[src/rtl/pipe_hazard_ctrl.sv]
// pipe_hazard_ctrl: pipeline stall/flush/forwarding control with memory-wait, halt-drain and timeout tracking
module pipe_hazard_ctrl #(
  parameter int DRAIN_CYC  = 3,
  parameter int MEM_TO_LIM = 255
) (
  input  logic        clk,
  input  logic        rst_n,
  input  logic        start_i,
  input  logic [3:0]  ra_i,
  input  logic [3:0]  rb_i,
  input  logic        ra_use_i,
  input  logic        rb_use_i,
  input  logic        ra_v_i,
  input  logic        rb_v_i,
  input  logic        halt_id_i,
  input  logic [3:0]  rg_ex_i,
  input  logic        we_c_ex_i,
  input  logic        we_v_ex_i,
  input  logic        mem_rd_ex_i,
  input  logic        br_taken_ex_i,
  input  logic [3:0]  rg_mem_i,
  input  logic        we_c_mem_i,
  input  logic        we_v_mem_i,
  input  logic        mem_busy_i,
  output logic        pc_we_o,
  output logic        we_if_id_o,
  output logic        we_id_ex_o,
  output logic        we_ex_mem_o,
  output logic        we_mem_wb_o,
  output logic        flush_if_id_o,
  output logic        flush_id_ex_o,
  output logic [1:0]  fwd_a_o,
  output logic [1:0]  fwd_b_o,
  output logic        busy_o,
  output logic        done_o,
  output logic        mem_to_o,
  output logic [15:0] stall_cnt_o
);
  localparam logic [1:0] S_IDLE    = 2'd0;
  localparam logic [1:0] S_RUN     = 2'd1;
  localparam logic [1:0] S_MEMWAIT = 2'd2;
  localparam logic [1:0] S_DRAIN   = 2'd3;
  localparam logic [15:0] DC     = 16'(DRAIN_CYC);
  localparam logic [15:0] TO_LIM = 16'(MEM_TO_LIM);
  logic [1:0]  state_q, state_d;
  logic        ret_q, ret_d;
  logic [15:0] drain_q, drain_d, to_q, to_d, stall_q, stall_d;
  logic        mem_to_q, mem_to_d, done_q, done_d;
  logic        a_ex, a_mem, b_ex, b_mem, load_use;
  logic [4:0]  en;
  logic        fl_if, fl_id;
  assign a_ex     = ra_use_i && ra_i == rg_ex_i  && (ra_v_i ? we_v_ex_i  : we_c_ex_i);
  assign a_mem    = ra_use_i && ra_i == rg_mem_i && (ra_v_i ? we_v_mem_i : we_c_mem_i);
  assign b_ex     = rb_use_i && rb_i == rg_ex_i  && (rb_v_i ? we_v_ex_i  : we_c_ex_i);
  assign b_mem    = rb_use_i && rb_i == rg_mem_i && (rb_v_i ? we_v_mem_i : we_c_mem_i);
  assign load_use = mem_rd_ex_i && (a_ex || b_ex);
  // Forwarding is purely combinational but held at register-file select during reset
  assign fwd_a_o = !rst_n ? 2'b00 : a_ex ? 2'b01 : a_mem ? 2'b10 : 2'b00;
  assign fwd_b_o = !rst_n ? 2'b00 : b_ex ? 2'b01 : b_mem ? 2'b10 : 2'b00;
  always_comb begin
    state_d  = state_q;
    ret_d    = ret_q;
    drain_d  = drain_q;
    done_d   = 1'b0;
    mem_to_d = mem_to_q;
    to_d     = 16'd0;
    en       = 5'b00000;
    fl_if    = 1'b0;
    fl_id    = 1'b0;
    case (state_q)
      S_IDLE: begin
        if (start_i) begin
          state_d  = S_RUN;
          mem_to_d = 1'b0;
        end
      end
      S_RUN: begin
        if (mem_busy_i) begin
          state_d = S_MEMWAIT;
          ret_d   = 1'b0;
        end else if (br_taken_ex_i) begin
          en    = 5'b11111;
          fl_if = 1'b1;
          fl_id = 1'b1;
        end else if (load_use) begin
          en    = 5'b00111;
          fl_id = 1'b1;
        end else if (halt_id_i) begin
          en      = 5'b00111;
          fl_id   = 1'b1;
          state_d = S_DRAIN;
          drain_d = DC;
        end else begin
          en = 5'b11111;
        end
      end
      S_MEMWAIT: begin
        to_d = (to_q == TO_LIM) ? to_q : to_q + 16'd1;
        if (to_d == TO_LIM) mem_to_d = 1'b1;
        if (!mem_busy_i) state_d = ret_q ? S_DRAIN : S_RUN;
      end
      default: begin
        if (mem_busy_i) begin
          state_d = S_MEMWAIT;
          ret_d   = 1'b1;
        end else begin
          en      = 5'b00111;
          fl_id   = 1'b1;
          drain_d = (drain_q == 16'd0) ? 16'd0 : drain_q - 16'd1;
          if (drain_q < 16'd2) begin
            state_d = S_IDLE;
            done_d  = 1'b1;
          end
        end
      end
    endcase
    stall_d = (state_q == S_IDLE && start_i) ? 16'd0 :
              ((state_q == S_RUN || state_q == S_MEMWAIT) && !en[4] && stall_q != 16'hFFFF) ? stall_q + 16'd1 :
              stall_q;
  end
  always_ff @(posedge clk or negedge rst_n) begin
    if (!rst_n) begin
      state_q  <= S_IDLE;
      ret_q    <= 1'b0;
      drain_q  <= 16'd0;
      to_q     <= 16'd0;
      stall_q  <= 16'd0;
      mem_to_q <= 1'b0;
      done_q   <= 1'b0;
    end else begin
      state_q  <= state_d;
      ret_q    <= ret_d;
      drain_q  <= drain_d;
      to_q     <= to_d;
      stall_q  <= stall_d;
      mem_to_q <= mem_to_d;
      done_q   <= done_d;
    end
  end
  assign {pc_we_o, we_if_id_o, we_id_ex_o, we_ex_mem_o, we_mem_wb_o} = en;
  assign flush_if_id_o = fl_if;
  assign flush_id_ex_o = fl_id;
  assign busy_o        = state_q != S_IDLE;
  assign done_o        = done_q;
  assign mem_to_o      = mem_to_q;
  assign stall_cnt_o   = stall_q;
endmodule

[config.mk]
export PLATFORM = sky130hd
export DESIGN_NAME = pipe_hazard_ctrl
export DESIGN_NICKNAME = d
export VERILOG_FILES = /design/src/rtl/pipe_hazard_ctrl.sv
export SDC_FILE = /design/constraint.sdc
export NUM_CORES = 1
export LEC_CHECK = 0
export ABC_AREA = 1
export CAP_MARGIN = 10
export CORE_UTILIZATION = 32
export CTS_BUF_LIST = sky130_fd_sc_hd__clkbuf_16
export DETAILED_ROUTE_END_ITERATION = 8
export GPL_TIMING_DRIVEN = 0
export SLEW_MARGIN = 10
export SYNTH_ARGS = -nofsm -noshare
export SYNTH_HDL_FRONTEND = slang
export SYNTH_SLANG_ARGS = --single-unit
export TNS_END_PERCENT = 100
[constraint.sdc]
create_clock -name clk -period 2.6 [get_ports clk]
set_input_delay 0.39 -clock clk [delete_from_list [all_inputs] [get_ports clk]]
set_output_delay 0.39 -clock clk [all_outputs]
set_load 0.01 [all_outputs]
==> flow_metrics.tcl <==
set metrics [dict create \
    synth_nets 555 \
    drc 0 \
    antenna_left 0 \
    path_cells "clkdlybuf4s50_1 -> nand2_1 -> nand2_1 -> nor2_2 -> nand3_2 -> nand2_2 -> nand2_1 -> nand2_1 -> nand2_1 -> nand2_2 -> nor2_2 -> buf_4 -> dlygate4sd2_1" \
    postLayoutCellArea_um2 4670 \
    relSlewSlack_pct 65.0 \
    globalRouteOverflowTotal 0 \
    drv_slew 0 \
    pwr-share-seq_pct 35.0 \
    drive_above_1_share_pct 8.66 \
    fp-row-count 38 \
    antenna_found_initial 0 \
    switchingPower_mw 1.38 \
    max-vdd-ir-drop_mv 0.476 \
    syn_inst 520 \
    grt.met2_usage_pct 25.6 \
    start_kind "input port" \
    hold_viol 0 \
    dieWidth_um 109 \
    syn_area_um2 3690 \
    nets 623 \
    grt_usage_pct 15.8 \
    fmax_mhz 400 \
    synth.distinct_cells 42 \
    cp.required_ps 2210 \
    power.density_nw_per_um2 699 \
    syn_to_final_growth_pct 26.5 \
    cts_tree "done" \
    yosysMostFrequentCell "nand2_1" \
    cts_sinks 53 \
    wire_per_inst_um 12.3 \
    synthFlopType "dfrtp_1" \
    core_um2 11000 \
    drv_cap 0 \
    cp_slowest_stage_delay_ps 450 \
    ys_seq_area_share_pct 35.9 \
    min_period_ps 2500 \
    dp_hpwl_um 6920 \
    outcome "complete, no violations" \
    drt_iter0_markers 191 \
    p_sw_share_pct 42.2 \
    synth_edf_count 0 \
    p_leak_nw 2.39 \
    crit_arrival_ps 2110 \
    vias 3524 \
    crit_top_cell "nand2_1" \
    worstHoldPathType "in -> async" \
    clock_skew_ps 14.8 \
    top_usage_layer "met2" \
    start_util_pct 33.5 \
    htree_levels 2 \
    clock_latency_ps 300 \
    grt_pass1_vias 3322 \
    diodes 0 \
    intPower_mw 1.89 \
    post_dp_cell_area_um2 4460 \
    io_pins 61 \
    worstPathMaxFanout 3 \
    setup_viol_count_final 0 \
    first_pass_iters 4 \
    cts_made_buffers 5 \
    synth_top_area_share_pct 35.9 \
    grt_pass1_wl_um 15200 \
    io_buffers 60 \
    grtUsageMet3_pct 2.07 \
    routabilityCongestion 0.881 \
    worstMarginPinSlew_ps 525 \
    grt_use_met1_pct 22.2 \
    cp-end-kind "primary output" \
    power_frac_comb_pct 44.8 \
    total_power_mw 3.26 \
    synthTopCellsByArea "dfrtp_1 (36%), nand2_1 (13%), inv_1 (7.4%)" \
    async_reset_ff_share_pct 100 \
    dieArea_um2 12000 \
    synth-seq-cells 53 \
    yosys_warnings 0 \
    clk_pin_slew_ps 70 \
    yosysTopAreaCell "dfrtp_1" \
    avgSynthCellArea_um2 7.10 \
    grt_max_degree 57 \
    via_per_inst 4.83 \
    fin_crit_sh_pct 96.3 \
    cts_buffer_depth 2 \
    synth_common_cells "nand2_1 (125), inv_1 (73), nor2_1 (58)" \
    slowest_stage "clkdlybuf4s50_1" \
    wl_um 8970 \
    path_class "in -> out" \
    root_buffer "clkbuf_16" \
    die_h_um 109 \
    clkPwrFrac_pct 20.1 \
]
-- kinds of logic after synthesis --
group	count (synthesis)	synth area share, %
flip-flops	53	35.9
XOR/XNOR	30	7.12
buffers and inverters	91	10.5
AO/OA/AOI/OAI	40	6.17
AND/OR/NAND/NOR	302	38.9
adder cells (fa/ha/maj)	4	1.36
-- repair_timing --
item	CTS	global route
gates resized for setup	9	17
hold buffers	0	0
setup buffers	0	1
pin swaps	1	5
setup endpoints to repair	4	2
gates cloned	0	0
-- sequential cells by signal, summed over array words and instances (netlist names) --
signal,cells
drain_q,16
stall_cnt_o,16
to_q,16
state_q,2
done_o,1
mem_to_o,1
ret_q,1
-- per-stage QoR --
stage	util [%]	cells	hold WS, ps	setup WS (ps)	setup TNS (ps)
global placement	40.5	720	472	-2040	-43700
global route	42.3	729	97.6	-18.3	-18.3
detailed placement	40.5	720	480	-229	-581
floorplan	-	520	94.4	766	0
CTS	41.9	728	78.5	24.9	0
finish	42.3	729	44.5	97.1	0
-- metal layers --
layer / part of all wire, % / up-vias
met1: 50 / 1618
met3: 3.4 / 15
met4: 1.9 / 0
met2: 45 / 72
li1: - / 1819
met5: 0 / -
-- power by group through the flow --
stage          Sequential [mW]  Clock (mW)  Combinational, mW
5_1_grt                   1.17       0.710               1.66
3_5_place_dp              1.15           0               1.47
2_1_floorplan             1.13           0               1.00
6_report                  1.14       0.657               1.46
4_1_cts                   1.14       0.677               1.47
3_3_place_gp              1.15           0               1.44
-- final timing paths --
kind | endpoint | slack (ps) | from | cells after the start
hold reg to reg | mem_to_o | 490 | mem_to_o | 2
min in group clk | mem_to_o | 490 | mem_to_o | 2
max in group asynchronous | state_q[1] | 2180 | rst_n | 1
setup reg to reg | mem_to_o | 410 | to_q[0] | 14
setup / recovery | we_if_id_o | 100 | rg_ex_i[2] | 13
hold / removal | drain_q[2] | 40 | rst_n | 1
-- final cells by class --
class | instances | area [µm²]
timing repair buffer | 61 | 629
inverter | 80 | 300
fill | 1166 | 6360
tap | 140 | 175
buffer | 11 | 86.3
multi-input combinational | 376 | 2010
clock buffer | 5 | 125
sequential | 53 | 1330
clock inverter | 3 | 18.8
-- placed cells by master (no fill, tap or decap), drive strengths merged, types with 2 or more instances in the layout --
cell type,n
xor2,26
clkdlybuf4s50,45
o21ai,13
ha,4
clkbuf,8
dlymetal6s2s,10
nand4,26
a21oi,17
dfrtp,53
nor4,6
nor2,63
nand2,130
nor3,16
and3,2
clkinvlp,2
o2111ai,2
inv,80
dlygate4sd2,4
buf,10
xnor2,4
o211ai,2
nand3,50
nand3b,5
nor4b,2
-- critical path: cells and delay by family --
| kind | cells | cell delay, ps |
|---|---|---|
| AND/OR/NAND/NOR | 10 | 880 |
| buffers and inverters | 3 | 850 |
No activity file was read; power rests on OpenSTA's default activity.
